--- config.mk ---
export PLATFORM = sky130hd
export DESIGN_NAME = bnn_mlp_loader
export DESIGN_NICKNAME = d
export VERILOG_FILES = /design/src/rtl/bnn_pkg.sv /design/src/rtl/bnn_frame_timeout.sv /design/src/rtl/bnn_mlp_loader.sv
export SDC_FILE = /design/constraint.sdc
export NUM_CORES = 1
export LEC_CHECK = 0
export BUFFER_PORTS_ARGS = -buffer_cell sky130_fd_sc_hd__buf_4
export CAP_MARGIN = 20
export CORE_MARGIN = 2
export CORE_UTILIZATION = 59
export CTS_BUF_LIST = sky130_fd_sc_hd__clkbuf_8
export CTS_CLUSTER_DIAMETER = 80
export DETAILED_ROUTE_END_ITERATION = 12
export PLACE_DENSITY = 0.82
export SLEW_MARGIN = 15
export SYNTH_ARGS = -nofsm -noshare
export SYNTH_HDL_FRONTEND = slang
export SYNTH_HIERARCHICAL = 1
export SYNTH_SLANG_ARGS = --single-unit
--- constraint.sdc ---
create_clock -name clk -period 2.4 [get_ports clk]
set_input_delay 0.24 -clock clk [delete_from_list [all_inputs] [get_ports clk]]
set_output_delay 0.24 -clock clk [all_outputs]
set_load 0.05 [all_outputs]
--- src/rtl/bnn_pkg.sv ---
// Shared types and constants for the binary-MLP loader: FSM states, frame opcodes
// and the MLP vector geometry.
package bnn_pkg;

    localparam int NUM_NEURONS = 4;
    localparam int N_INPUTS    = 4;
    localparam int W_BITS      = 16;

    localparam logic [7:0] OPC_NOP   = 8'h00;
    localparam logic [7:0] OPC_LOAD  = 8'h01;
    localparam logic [7:0] OPC_INFER = 8'h02;

    typedef enum logic [2:0] {
        IDLE,
        LOAD_W,
        GET_IN,
        EVAL,
        RESULT
    } state_e;

endpackage

--- src/rtl/bnn_frame_timeout.sv ---
// Inter-byte idle counter for an open frame; saturates at LIMIT and flags expiry.
module bnn_frame_timeout #(
    parameter int LIMIT = 1024
) (
    input  logic clk,
    input  logic rst,
    input  logic clr_i,
    input  logic en_i,
    output logic expired_o
);

    localparam int CW = $clog2(LIMIT + 1);
    localparam logic [CW-1:0] LIMIT_C = CW'(LIMIT);

    logic [CW-1:0] count_q;

    // NOTE: sequential state uses non-blocking assignments so every register samples pre-edge values.
    always_ff @(posedge clk) begin
        if (rst) begin
            count_q <= '0;
        end else if (clr_i) begin
            count_q <= '0;
        end else if (en_i && count_q != LIMIT_C) begin
            count_q <= count_q + 1'b1;
        end
    end

    assign expired_o = (count_q == LIMIT_C);

endmodule

--- src/rtl/bnn_mlp_loader.sv ---
// Byte-stream frame decoder that loads weights/bias/input for the external binary MLP,
// sequences one inference and returns the captured result over valid/ready.
module bnn_mlp_loader
    import bnn_pkg::*;
#(
    parameter int TIMEOUT_CYCLES = 1024
) (
    input  logic                clk,
    input  logic                rst,
    input  logic [7:0]          din,
    input  logic                din_valid,
    output logic                din_ready,
    output logic [W_BITS-1:0]   mlp_weights,
    output logic [W_BITS-1:0]   mlp_bias,
    output logic [N_INPUTS-1:0] mlp_input,
    input  logic [N_INPUTS-1:0] mlp_result,
    output logic [N_INPUTS-1:0] result,
    output logic                result_valid,
    input  logic                result_ready,
    output logic                err,
    input  logic                err_clr
);

    state_e                state_q, state_d;
    logic [2*W_BITS-1:0]   shadow_q, shadow_d;
    logic [1:0]            byte_cnt_q, byte_cnt_d;
    logic [W_BITS-1:0]     weights_q, weights_d;
    logic [W_BITS-1:0]     bias_q, bias_d;
    logic [N_INPUTS-1:0]   input_q, input_d;
    logic [N_INPUTS-1:0]   result_q, result_d;
    logic                  result_valid_q, result_valid_d;
    logic                  err_q, err_d;
    logic                  settle_q, settle_d;
    logic                  err_set;
    logic                  xfer;
    logic                  in_frame;
    logic                  expired;

    assign din_ready = (state_q == IDLE) || (state_q == LOAD_W) || (state_q == GET_IN);
    assign xfer      = din_valid && din_ready;
    assign in_frame  = (state_q == LOAD_W) || (state_q == GET_IN);

    bnn_frame_timeout #(
        .LIMIT (TIMEOUT_CYCLES)
    ) u_timeout (
        .clk       (clk),
        .rst       (rst),
        .clr_i     (!in_frame || xfer),
        .en_i      (in_frame && !xfer),
        .expired_o (expired)
    );

    // NOTE: every variable gets a default before the case so no path can infer a latch.
    always_comb begin
        state_d        = state_q;
        shadow_d       = shadow_q;
        byte_cnt_d     = byte_cnt_q;
        weights_d      = weights_q;
        bias_d         = bias_q;
        input_d        = input_q;
        result_d       = result_q;
        result_valid_d = result_valid_q;
        settle_d       = settle_q;
        err_set        = 1'b0;

        case (state_q)
            IDLE: begin
                if (xfer) begin
                    case (din)
                        OPC_LOAD: begin
                            state_d    = LOAD_W;
                            byte_cnt_d = '0;
                            shadow_d   = '0;
                        end
                        OPC_INFER: state_d = GET_IN;
                        OPC_NOP:   state_d = IDLE;
                        default:   err_set = 1'b1;
                    endcase
                end
            end
            LOAD_W: begin
                if (xfer) begin
                    shadow_d   = {shadow_q[2*W_BITS-9:0], din};
                    byte_cnt_d = byte_cnt_q + 1'b1;
                    // Weights and bias switch together on the final byte only.
                    if (byte_cnt_q == 2'd3) begin
                        weights_d = shadow_d[2*W_BITS-1:W_BITS];
                        bias_d    = shadow_d[W_BITS-1:0];
                        state_d   = IDLE;
                    end
                end else if (expired) begin
                    state_d    = IDLE;
                    shadow_d   = '0;
                    byte_cnt_d = '0;
                    err_set    = 1'b1;
                end
            end
            GET_IN: begin
                if (xfer) begin
                    input_d  = din[N_INPUTS-1:0];
                    settle_d = 1'b1;
                    state_d  = EVAL;
                end else if (expired) begin
                    state_d = IDLE;
                    err_set = 1'b1;
                end
            end
            EVAL: begin
                // First EVAL cycle lets the new input ripple through the MLP before capture.
                if (settle_q) begin
                    settle_d = 1'b0;
                end else begin
                    result_d       = mlp_result;
                    result_valid_d = 1'b1;
                    state_d        = RESULT;
                end
            end
            RESULT: begin
                if (result_valid_q && result_ready) begin
                    result_valid_d = 1'b0;
                    state_d        = IDLE;
                end
            end
            default: state_d = IDLE;
        endcase

        err_d = err_set ? 1'b1 : (err_clr ? 1'b0 : err_q);
    end

    always_ff @(posedge clk) begin
        if (rst) begin
            state_q        <= IDLE;
            shadow_q       <= '0;
            byte_cnt_q     <= '0;
            weights_q      <= '0;
            bias_q         <= '0;
            input_q        <= '0;
            result_q       <= '0;
            result_valid_q <= 1'b0;
            err_q          <= 1'b0;
            settle_q       <= 1'b0;
        end else begin
            state_q        <= state_d;
            shadow_q       <= shadow_d;
            byte_cnt_q     <= byte_cnt_d;
            weights_q      <= weights_d;
            bias_q         <= bias_d;
            input_q        <= input_d;
            result_q       <= result_d;
            result_valid_q <= result_valid_d;
            err_q          <= err_d;
            settle_q       <= settle_d;
        end
    end

    assign mlp_weights  = weights_q;
    assign mlp_bias     = bias_q;
    assign mlp_input    = input_q;
    assign result       = result_q;
    assign result_valid = result_valid_q;
    assign err          = err_q;

endmodule

---- After elaboration in Yosys (flattened, before gate mapping) ----
Index checks and enable logic that the tools add are counted.
word-level totals
  output and inout port bits .............. 43
  logic and storage cells ................. 88
  bits of input ports ..................... 17
  flip-flop bits (word level) ............. 83
cells by class
  reductions and logical operators ........ 26
  equality and inequality tests ........... 17
  muxes and demuxes ....................... 31
  add/sub/neg operators ................... 2
  bitwise logic cells ..................... 1
operators with widths
  operator                                               count
  two-way mux 24 bit                                     4
  case mux 24 bit (2 select lines)                       1
  two-way mux 3 bit                                      7
  case mux 3 bit (5 select lines)                        1
  adder 11 x 1 -> 11 bit, second input constant          1
  equality test 11 bit, second input constant            1
  inequality test 11 bit, second input constant          1
  two-way mux 1 bit                                      9
  case mux 3 bit (3 select lines)                        1
  equality test 8 x 1 -> 1 bit, second input constant    1
  equality test 8 x 2 -> 1 bit, second input constant    1
  zero test 8 bit                                        1
  two-way mux 2 bit                                      4
  inequality test 2 bit, second input constant           4
  nonzero test 2 bit                                     4
  equality test 3 x 2 -> 1 bit, second input constant    2
  case mux 1 bit (2 select lines)                        3
  AND reduction 2 bit                                    3
  AND reduction 3 bit                                    2
  AND reduction 5 bit                                    1
  logical AND 1 bit                                      4
  logical OR 1 bit                                       4
  inequality test 4 x 1 -> 1 bit, second input constant  1
  case mux 2 bit (2 select lines)                        1
  13 further kinds                                       15

---- Logic depth before layout (Yosys ltp) ----
Gate-level depths: netlist of the first run.
  depth after elaboration ................. 7
  depth in mapped cells ................... 9
  gate-level depth less buffers ........... 7

---- Modules after synthesis ----
Netlist of the first run, hierarchy kept.
modules (own cells, without submodules)
  module             times used  cells an instance  sequential area each (um^2)  area an instance (um^2)
  bnn_mlp_loader     1           395                1,441.4                      3,300.7
  bnn_frame_timeout  1           71                 220.2                        611.8

---- Worst setup path after synthesis of the first run ----
No wires, ideal clock.
  path type ............................... register to register
  start ................................... register state_q[0]
  end ..................................... register u_timeout.count_q[9]
  stages on the path, launching flop included .. 10
  path buffers ............................ 3
  library setup time ...................... 0.070 ns
  setup slack ............................. 0.310 ns
  data required time ...................... 2.330 ns
  data arrival time ....................... 2.020 ns
  period minus slack after synthesis ...... 2.090 ns
  cells stage by stage .................... dfxtp_1 > buf_2 > buf_2 > xor2_1 > nand2_1 > inv_1 > buf_6 > nand4_1 > or4_1 > a21oi_1
on the way
  word-level cells in the longest chain between the ends .. 7
  elaborated cells on any way between the ends .. 13
  classes of those cells .................. eq/ne: 2; reduce/logical: 11
ends and longest elaborated chain
  element                                                          line                                        source
  from (decl)                                                      bnn_mlp_loader.sv:24                        state_e state_q, state_d;
  from (signal assigned)                                           bnn_mlp_loader.sv:143                       state_q <= state_d;
  equality test 3 x 1 -> 1 bit or zero test 3 bit (tied branches)  bnn_mlp_loader.sv:39, bnn_mlp_loader.sv:41
  logical OR 1 bit (2 in series)                                   bnn_mlp_loader.sv:39                        assign din_ready = (state_q == IDLE) || (state_q == LOAD_W) || (state_q == GET_IN);
  logical AND 1 bit                                                bnn_mlp_loader.sv:40                        assign xfer = din_valid && din_ready;
  zero test 1 bit                                                  bnn_mlp_loader.sv:49                        .en_i (in_frame && !xfer),
  logical AND 1 bit                                                bnn_mlp_loader.sv:49
  logical AND 1 bit                                                bnn_frame_timeout.sv:23                     end else if (en_i && count_q != LIMIT_C) begin
  to (signal assigned)                                             bnn_frame_timeout.sv:24                     count_q <= count_q + 1'b1;
  to (decl)                                                        bnn_frame_timeout.sv:15                     logic [CW-1:0] count_q;
Several ways; a longest one is shown, not always the timed one.
A chain may end at the register's enable or synchronous reset.

---- Final worst setup path of the first run ----
  start ................................... register state_q[1]
  end ..................................... register u_timeout.count_q[9]
Same word-level chain as after synthesis.

==> flow_metrics.tcl, run 1 <==
set metrics [dict create \
    status "completed" \
    area_growth_pct 18.4 \
    gr-usage-all-layers_pct 27.2 \
    gp_congestion 0.830 \
    dr.pass1.iters 5 \
    cp.required_ns 2.68 \
    synth_common_cells "dfxtp_1, nand3_1, o21ai_0, a21oi_1, clkbuf_1" \
    end_kind "register" \
    vias_per_cell 6.32 \
    slowest_delay_ns 0.55 \
    dp_slack_ns 0.357 \
    path_buf_inv 1 \
    post_cts_resized 0 \
    grt_pass1_wl_um 16100 \
    die_w_um 85.4 \
    drtIter0Drc 324 \
    io_buffers 59 \
    clk_latency_ns 0.36 \
    yosysWarningCount 6 \
    netlist.area_leader.share_pct 42.5 \
    cts-buffers-inserted 9 \
    yosysSeqAreaShare_pct 42.5 \
    cts_tree "done" \
    coreArea_mm2 0.00639 \
    setup_viol 0 \
    final_net_count 526 \
    tns_ns 0 \
    grt_start_max_net_pins 79 \
    stdcell_count 588 \
    antenna_found_initial 0 \
    io_pins 60 \
    hp-class "in -> reg" \
    cap_violations 0 \
    cpLargestDelayFamily "simple AND/OR/NAND/NOR gates" \
    intPower_w 0.00213 \
    worstPathArrival_ns 2.40 \
    post_route_cells_drive_above_1_share_pct 20.2 \
    cpMaxStageDelayCell "or4_1" \
    synth-edff-count 0 \
    startpoint_type "register" \
    clock-root-buffer "clkbuf_8" \
    path_class "reg -> reg" \
    synth_largest_area_cell "dfxtp_1" \
    synth_seq_cells 83 \
    rsz0062_at_grt "no" \
    yosysMostFrequentCell "dfxtp_1" \
    die_y_um 85.4 \
    clkSlewWorstSetupHoldPaths_ns 0.08 \
    hpwl_um 5920 \
    register_area_mm2 0.00166 \
    final_antenna_net_count 0 \
    leakage_nw 1.70 \
    drc 0 \
    swShare_pct 21.5 \
    critPathMaxFanout 10 \
    drt-total-wl_um 9500 \
    ctsHoldBuffers 0 \
    grt-ovfl-total 0 \
    min_period_ns 2.12 \
    htreeDepth 3 \
    p_sw_w 0.000585 \
    timing.final.crit_share_pct 88.2 \
    drv_slew 0 \
    ctsLongestPathBuffers 2 \
    hold_ws_ns 0.120 \
    initial_core_util_pct 61.3 \
    n_antenna_cell 0 \
    max_freq_ghz 0.472 \
    grt_pass1_vias 3481 \
    clock_sinks 83 \
    synth_fp_nets 486 \
    syn_area_per_cell_um2 8.40 \
    post_cts_buffers 0 \
    max_slew_margin_pct 42.6 \
    fin_ws_ns 0.283 \
    cp_cell_sequence "xor2_1 > nand2_1 > inv_1 > nand4_1 > or4_1 > a21oi_1" \
    p_comb_share_pct 3.8 \
    fp-row-count 29 \
    ys.flop_type "dfxtp_1" \
    dieArea_mm2 0.00730 \
    power_frac_clock_pct 45.5 \
    ir_drop_mv 0.389 \
    synthDistinctLibCells 52 \
    fillers 484 \
    synthArstFlopShare_pct 0 \
    finalHoldViolations 0 \
    worst_pin_slew_ns 0.861 \
    vias 3714 \
    synthesis.area_mm2 0.00391 \
    synthTopCellsByArea "dfxtp_1, nand3_1, o21ai_0" \
    avgRoutedWirePerCell_um 16.1 \
    dp.cells 572 \
    final.setup_skew_ns 0.0104 \
    pwr_density_cell_mw_per_mm2 587 \
    power.share.sequential_pct 50.7 \
    netlist_instances 466 \
    multi_input_area_mm2 0.00202 \
]
[cells in the final DEF, fill, tap and decap left out, types with 2 or more instances in the layout]
master / Yosys / final
a32oi_1: 2 / 2
o31ai_1: 2 / 2
or2_2: 2 / 2
xor2_1: 3 / 3
mux2i_1: 8 / 8
or3b_2: 3 / 3
clkbuf_8: 0 / 10
nand2b_1: 13 / 13
o21bai_1: 13 / 13
or3_1: 5 / 5
bufinv_16: 0 / 3
nand4_1: 4 / 4
nor3_1: 4 / 4
nand2_1: 7 / 7
buf_4: 0 / 74
dfxtp_1: 83 / 83
ha_1: 3 / 3
o21ai_1: 4 / 4
o2111ai_1: 2 / 2
nor4bb_1: 3 / 3
o211ai_1: 25 / 25
or4b_1: 2 / 2
a21oi_1: 44 / 44
nor2b_1: 12 / 12
o21ai_0: 47 / 47
or4_1: 5 / 5
nand3_1: 72 / 72
nor2_1: 15 / 15
nor4b_1: 4 / 4
a211oi_1: 4 / 4
inv_1: 7 / 7
clkinvlp_4: 0 / 3
o21a_1: 2 / 2
[worst paths after layout]
path                               startpoint                    to  slack [ns]  depth (start not counted)
worst min-delay path            mlp_result[1]             result[1]        0.12                          3
worst max-delay path               state_q[1]  u_timeout/count_q[9]        0.28                          6
worst min register to register  byte_cnt_q[0]         byte_cnt_q[0]        0.47                          1
worst max register to register     state_q[1]  u_timeout/count_q[9]        0.28                          6
[metrics by stage]
| stage | total power (W) | util [%] | area, um^2 |
|---|---|---|---|
| 3_3_place_gp | 0.00151 | 68.6 | 4380 |
| 2_1_floorplan | 0.00147 | - | 3910 |
| 4_1_cts | 0.00273 | 72.5 | 4630 |
| 3_5_place_dp | 0.00151 | 68.6 | 4380 |
| 6_report | 0.00272 | 72.5 | 4630 |
| 5_1_grt | 0.00279 | 72.5 | 4630 |
[worst min-delay path, stage by stage]
cell and delay, ns:
buf_4 0.08, mux2i_1 0.06, nor2_1 0.07
[flip-flops by register name, indices dropped and copies added (netlist names)]
signal,flops
shadow_q,24
mlp_bias,16
mlp_weights,16
u_timeout/count_q,11
mlp_input,4
result,4
state_q,3
byte_cnt_q,2
err,1
result_valid,1
settle_q,1
[routing by layer]
| metal | wire (um) | track usage, % | share of wire (%) |
|---|---|---|---|
| met1 | 4210 | 36.4 | 44 |
| met2 | 4490 | 43.3 | 47 |
| met3 | 592 | 4.57 | 6.2 |
| met4 | 206 | 11.7 | 2.2 |
| met5 | 0 | 0 | 0 |
[cell families (layout without fill, tap and decap cells)]
logic type,after synthesis,count (layout),synth area share [%]
flops,83,83,42.5
xor+xnor,3,3,0.672
mux,9,9,2.33
buf+inv,54,99,5.95
simple gates,159,159,23.3
fa+ha+maj,3,3,0.959
compound gates,155,155,24.3
[layout make-up]
| type | instances | share of cell area [%] |
|---|---|---|
| clock buffer | 10 | 2.97 |
| inverter | 8 | 0.648 |
| sequential | 83 | 35.9 |
| timing repair buffer | 75 | 12.4 |
| tap | 77 | 2.08 |
| clock inverter | 6 | 2.43 |
| multi-input combinational | 329 | 43.6 |
[power by group through the flow]
stage               combinational [W]  sequential (W)  clock, W
floorplan                   0.0000507         0.00142         0
global placement            0.0000993         0.00141         0
detailed placement           0.000100         0.00141         0
CTS                          0.000101         0.00138   0.00125
global route                 0.000109         0.00138   0.00130
finish                       0.000102         0.00138   0.00124
Note: power is estimated with default switching activity, not from simulation.
==> run 2, diff against run 1 <==
- CELL_PAD_IN_SITES_DETAIL_PLACEMENT: default -> 1
- CELL_PAD_IN_SITES_GLOBAL_PLACEMENT: default -> 2
- CORE_UTILIZATION: 59 -> 35
- PLACE_DENSITY: 0.82 -> default
- PLACE_DENSITY_LB_ADDON: default -> 0.1
==> flow_metrics.tcl, run 2 (synthesis results as in run 1) <==
set metrics [dict create \
    final.setup_skew_ns 0.00648 \
    die_y_um 110 \
    io_pins 60 \
    max_slew_margin_pct 37.3 \
    min_period_ns 2.09 \
    worstPathArrival_ns 2.32 \
    leakage_nw 1.71 \
    setup_viol 0 \
    cts-buffers-inserted 9 \
    ir_drop_mv 0.308 \
    regMostFlops "shadow_q" \
    final_net_count 528 \
    pwr_density_cell_mw_per_mm2 563 \
    htreeDepth 3 \
    timing.final.crit_share_pct 86.9 \
    grt_pass1_vias 3532 \
    drt-total-wl_um 11300 \
    post_cts_buffers 0 \
    power.share.sequential_pct 52.1 \
    area_growth_pct 20.2 \
    hpwl_um 7420 \
    vias_per_cell 5.57 \
    ctsHoldBuffers 0 \
    path_class "reg -> reg" \
    grt_pass1_wl_um 18700 \
    finalPower_w 0.00265 \
    worst_pin_slew_ns 0.940 \
    vias 3635 \
    gr-usage-all-layers_pct 19.9 \
    cap_violations 0 \
    drtIter0Drc 124 \
    initial_core_util_pct 35.9 \
    dieArea_mm2 0.0120 \
    fp-row-count 38 \
    intPower_w 0.00205 \
    clk_latency_ns 0.36 \
    cp.required_ns 2.64 \
    max_freq_ghz 0.479 \
    r2r_slack_ns 0.31 \
    swShare_pct 22.5 \
    fin_util_pct 43.2 \
    reg2reg_from "u_timeout/count_q[2]" \
    r2r_end "state_q[1]" \
    r2r_cells 6 \
    avgRoutedWirePerCell_um 17.4 \
    gp_congestion 0.843 \
    final_cell_mix "dfxtp_1, buf_4, nand3_1" \
    slowest_delay_ns 0.62 \
    n_antenna_cell 0 \
    clkSlewWorstSetupHoldPaths_ns 0.08 \
    largest_register_ffs 24 \
    post_route_cells_drive_above_1_share_pct 20.5 \
    final_common_cell "dfxtp_1" \
    startpoint_type "register" \
    cpMaxStageDelayCell "or4b_1" \
    p_comb_share_pct 4.1 \
    hp-class "in -> reg" \
    clock-root-buffer "clkbuf_8" \
    drv_slew 0 \
    cpLargestDelayFamily "simple AND/OR/NAND/NOR gates" \
    status "completed" \
    drc 0 \
    coreArea_mm2 0.0109 \
    path_buf_inv 1 \
    die_w_um 110 \
    antenna_found_initial 0 \
    cp_cell_sequence "or4b_1 > nor3_1 > buf_4 > or3b_2 > o2111ai_1 > o21ai_0" \
    holdPathEnd "result[0]" \
    dr.pass1.iters 4 \
    critPathMaxFanout 7 \
    ctsLongestPathBuffers 2 \
    clock_sinks 83 \
    hold_start "mlp_result[0]" \
    power_frac_clock_pct 43.8 \
    final_antenna_net_count 0 \
    end_kind "register" \
    io_buffers 59 \
    cts_tree "done" \
    rsz0062_at_grt "no" \
    grt-ovfl-total 0 \
    grt_start_max_net_pins 54 \
    tns_ns 0 \
    hold_depth 3 \
    p_sw_w 0.000595 \
    post_cts_resized 0 \
    finalHoldViolations 0 \
]
==> run 2: changes by cell type in the layout (fill, tap and decap cells not counted), sizes merged <==
cell,before,now
clkinvlp,3,0
clkinv,1,4
buf,75,77
clkbuf,10,11
bufinv,3,2
==> run 2: area by class of cell <==
cell class / instances / area, um^2
Fill cell: 1304 / 6190
Multi-Input combinational cell: 329 / 2020
Sequential cell: 83 / 1660
Timing Repair Buffer: 77 / 591
Tap cell: 140 / 175
Clock buffer: 11 / 151
Clock inverter: 5 / 75.1
Inverter: 8 / 30.0
==> run 2: worst max path at each step <==
| stage | from | to | slack (ns) | depth (start not counted) |
|---|---|---|---|---|
| global route | u_timeout/count_q[2] | shadow_q[7] | 0.19 | 7 |
| floorplan | state_q[0] | u_timeout/count_q[9] | 0.31 | 9 |
| finish | u_timeout/count_q[2] | state_q[1] | 0.31 | 6 |
| CTS | u_timeout/count_q[2] | state_q[1] | 0.31 | 6 |
| global placement | u_timeout/count_q[2] | state_q[1] | 0.40 | 6 |
| detailed placement | u_timeout/count_q[2] | state_q[1] | 0.33 | 6 |
==> run 2: worst min-delay path, delay by kind of cell <==
family                 cells  cell delay [ns]
multiplexers               1             0.05
AND/OR/NAND/NOR            1             0.07
buffers and inverters      1             0.07
==> run 2: routing by layer <==
metal | wire length, um | track usage, % | part of all wire, % | vias to the layer above
met5 | 0 | 0 | 0 | -
met4 | 182 | 6.96 | 1.6 | 0
li1 | - | - | - | 1793
met2 | 5260 | 31.2 | 46 | 48
met1 | 5570 | 27.5 | 49 | 1780
met3 | 327 | 3.14 | 2.9 | 14
==> run 2: per-stage QoR <==
stage / hold slack (ns) / std cells / setup WS [ns] / instance area, um^2
finish: 0.114 / 653 / 0.314 / 4700
global route: 0.120 / 653 / 0.188 / 4700
CTS: 0.0960 / 653 / 0.311 / 4700
detailed placement: 0.469 / 637 / 0.329 / 4480
global placement: 0.453 / 637 / 0.396 / 4480
floorplan: 0.373 / 466 / 0.310 / 3910
==> run 2: power groups by stage <==
stage / logic (W) / registers, W / clock network [W]
floorplan: 0.0000507 / 0.00142 / 0
global placement: 0.000109 / 0.00141 / 0
detailed placement: 0.000109 / 0.00141 / 0
CTS: 0.000110 / 0.00138 / 0.00120
global route: 0.000118 / 0.00138 / 0.00126
finish: 0.000109 / 0.00138 / 0.00116
==> run 3, diff against run 2 <==
- PLACE_DENSITY: default -> 0.81
- PLACE_DENSITY_LB_ADDON: 0.1 -> default
==> flow_metrics.tcl, run 3 (synthesis results as in run 1) <==
set metrics [dict create \
    r2r_end "state_q[1]" \
    tns_ns 0 \
    max_slew_margin_pct 39.2 \
    dieArea_mm2 0.0120 \
    initial_core_util_pct 35.9 \
    finalHoldViolations 0 \
    gp_congestion 0.813 \
    worst_pin_slew_ns 0.911 \
    clk_latency_ns 0.35 \
    swShare_pct 22.1 \
    cap_violations 0 \
    power_frac_clock_pct 41.2 \
    r2r_cells 6 \
    final_cell_mix "dfxtp_1, buf_4, nand3_1" \
    dp_slack_ns 0.358 \
    cts_tree "done" \
    fin_ws_ns 0.320 \
    avgRoutedWirePerCell_um 17.1 \
    holdPathEnd "result[1]" \
    critPathMaxFanout 7 \
    p_comb_share_pct 4.3 \
    worstPathArrival_ns 2.31 \
    hold_start "mlp_result[1]" \
    final_common_cell "dfxtp_1" \
    die_w_um 110 \
    startpoint_type "register" \
    leakage_nw 1.72 \
    gr-usage-all-layers_pct 19.8 \
    antenna_found_initial 0 \
    max_freq_ghz 0.481 \
    drv_slew 0 \
    hpwl_um 7320 \
    hold_depth 3 \
    stdcell_count 654 \
    htreeDepth 3 \
    intPower_w 0.00197 \
    grt-ovfl-total 0 \
    pwr_density_cell_mw_per_mm2 539 \
    hp-class "in -> reg" \
    end_kind "register" \
    reg2reg_from "u_timeout/count_q[2]" \
    largest_register_ffs 24 \
    vias 3621 \
    n_antenna_cell 0 \
    cp-startpoint "u_timeout/count_q[2]" \
    io_buffers 59 \
    path_class "reg -> reg" \
    post_cts_resized 0 \
    cts-buffers-inserted 9 \
    grt_pass1_vias 3681 \
    min_period_ns 2.08 \
    post_cts_buffers 0 \
    power.share.sequential_pct 54.5 \
    ir_drop_mv 0.226 \
    final.setup_skew_ns 0.00913 \
    p_sw_w 0.000559 \
    clock-root-buffer "clkbuf_8" \
    rsz0062_at_grt "no" \
    drc 0 \
    dr.pass1.iters 4 \
    drt-total-wl_um 11200 \
    final_net_count 529 \
    status "completed" \
    area_growth_pct 19.9 \
    dp.cells 638 \
    die_y_um 110 \
    io_pins 60 \
    clkSlewWorstSetupHoldPaths_ns 0.08 \
    r2r_slack_ns 0.32 \
    cp.required_ns 2.63 \
    clock_sinks 83 \
    ctsLongestPathBuffers 2 \
    drtIter0Drc 175 \
    regMostFlops "shadow_q" \
    setup_viol 0 \
    post_route_cells_drive_above_1_share_pct 20.0 \
    grt_pass1_wl_um 18700 \
    fillers 1293 \
    coreArea_mm2 0.0109 \
    ctsHoldBuffers 0 \
    final_antenna_net_count 0 \
    fp-row-count 38 \
    grt_start_max_net_pins 60 \
    vias_per_cell 5.54 \
    timing.final.crit_share_pct 86.7 \
]
## run 3: cell count changes in the layout (fill, tap and decap cells not counted)
cell	delta
clkbuf_8	+1
clkinv_2	-3
bufinv_16	-1
buf_4	+1
inv_1	+3
## run 3: power groups by stage
| stage | logic (W) | registers, W | clock network (W) |
|---|---|---|---|
| 2_1_floorplan | 0.0000507 | 0.00142 | 0 |
| 3_3_place_gp | 0.000109 | 0.00141 | 0 |
| 3_5_place_dp | 0.000111 | 0.00141 | 0 |
| 4_1_cts | 0.000111 | 0.00138 | 0.00108 |
| 5_1_grt | 0.000119 | 0.00138 | 0.00115 |
| 6_report | 0.000110 | 0.00138 | 0.00104 |
## run 3: final cells by class
class,count,area [um^2],share of cell area (%)
Clock buffer,12,165,3.52
Clock inverter,4,41.3,0.880
Inverter,8,30.0,0.640
Multi-Input combinational cell,329,2020,43.0
Sequential cell,83,1660,35.4
Tap cell,140,175,3.74
Timing Repair Buffer,78,598,12.8
## run 3: routing by layer
layer	global-route usage [%]	vias to the layer above	share of wire, %
li1	-	1793	-
met1	27.0	1774	49
met2	31.4	43	47
met3	3.44	11	2.6
met4	6.78	0	1.1
met5	0	-	0
## run 3: critical path: stages, from the launching register on
cell and delay, ns:
dfxtp_1 0.37, or4b_1 0.59, nor3_1 0.19, buf_4 0.17
or3b_2 0.45, o2111ai_1 0.09, o21ai_0 0.10
## run 3: worst max-delay path by stage
stage | endpoint | slack, ns | cells past startpoint
6_report | state_q[1] | 0.32 | 6
5_1_grt | state_q[1] | 0.19 | 8
4_1_cts | state_q[1] | 0.33 | 6
3_5_place_dp | state_q[1] | 0.36 | 6
3_3_place_gp | state_q[1] | 0.39 | 6
2_1_floorplan | u_timeout/count_q[9] | 0.31 | 9
## run 3: metrics by stage
| stage | utilization (%) | total power, W | area (um^2) | hold slack [ns] |
|---|---|---|---|---|
| floorplan | - | 0.00147 | 3910 | 0.373 |
| global placement | 41.2 | 0.00152 | 4480 | 0.449 |
| detailed placement | 41.2 | 0.00152 | 4480 | 0.462 |
| CTS | 43.1 | 0.00257 | 4690 | 0.103 |
| global route | 43.1 | 0.00265 | 4690 | 0.108 |
| finish | 43.1 | 0.00253 | 4690 | 0.120 |
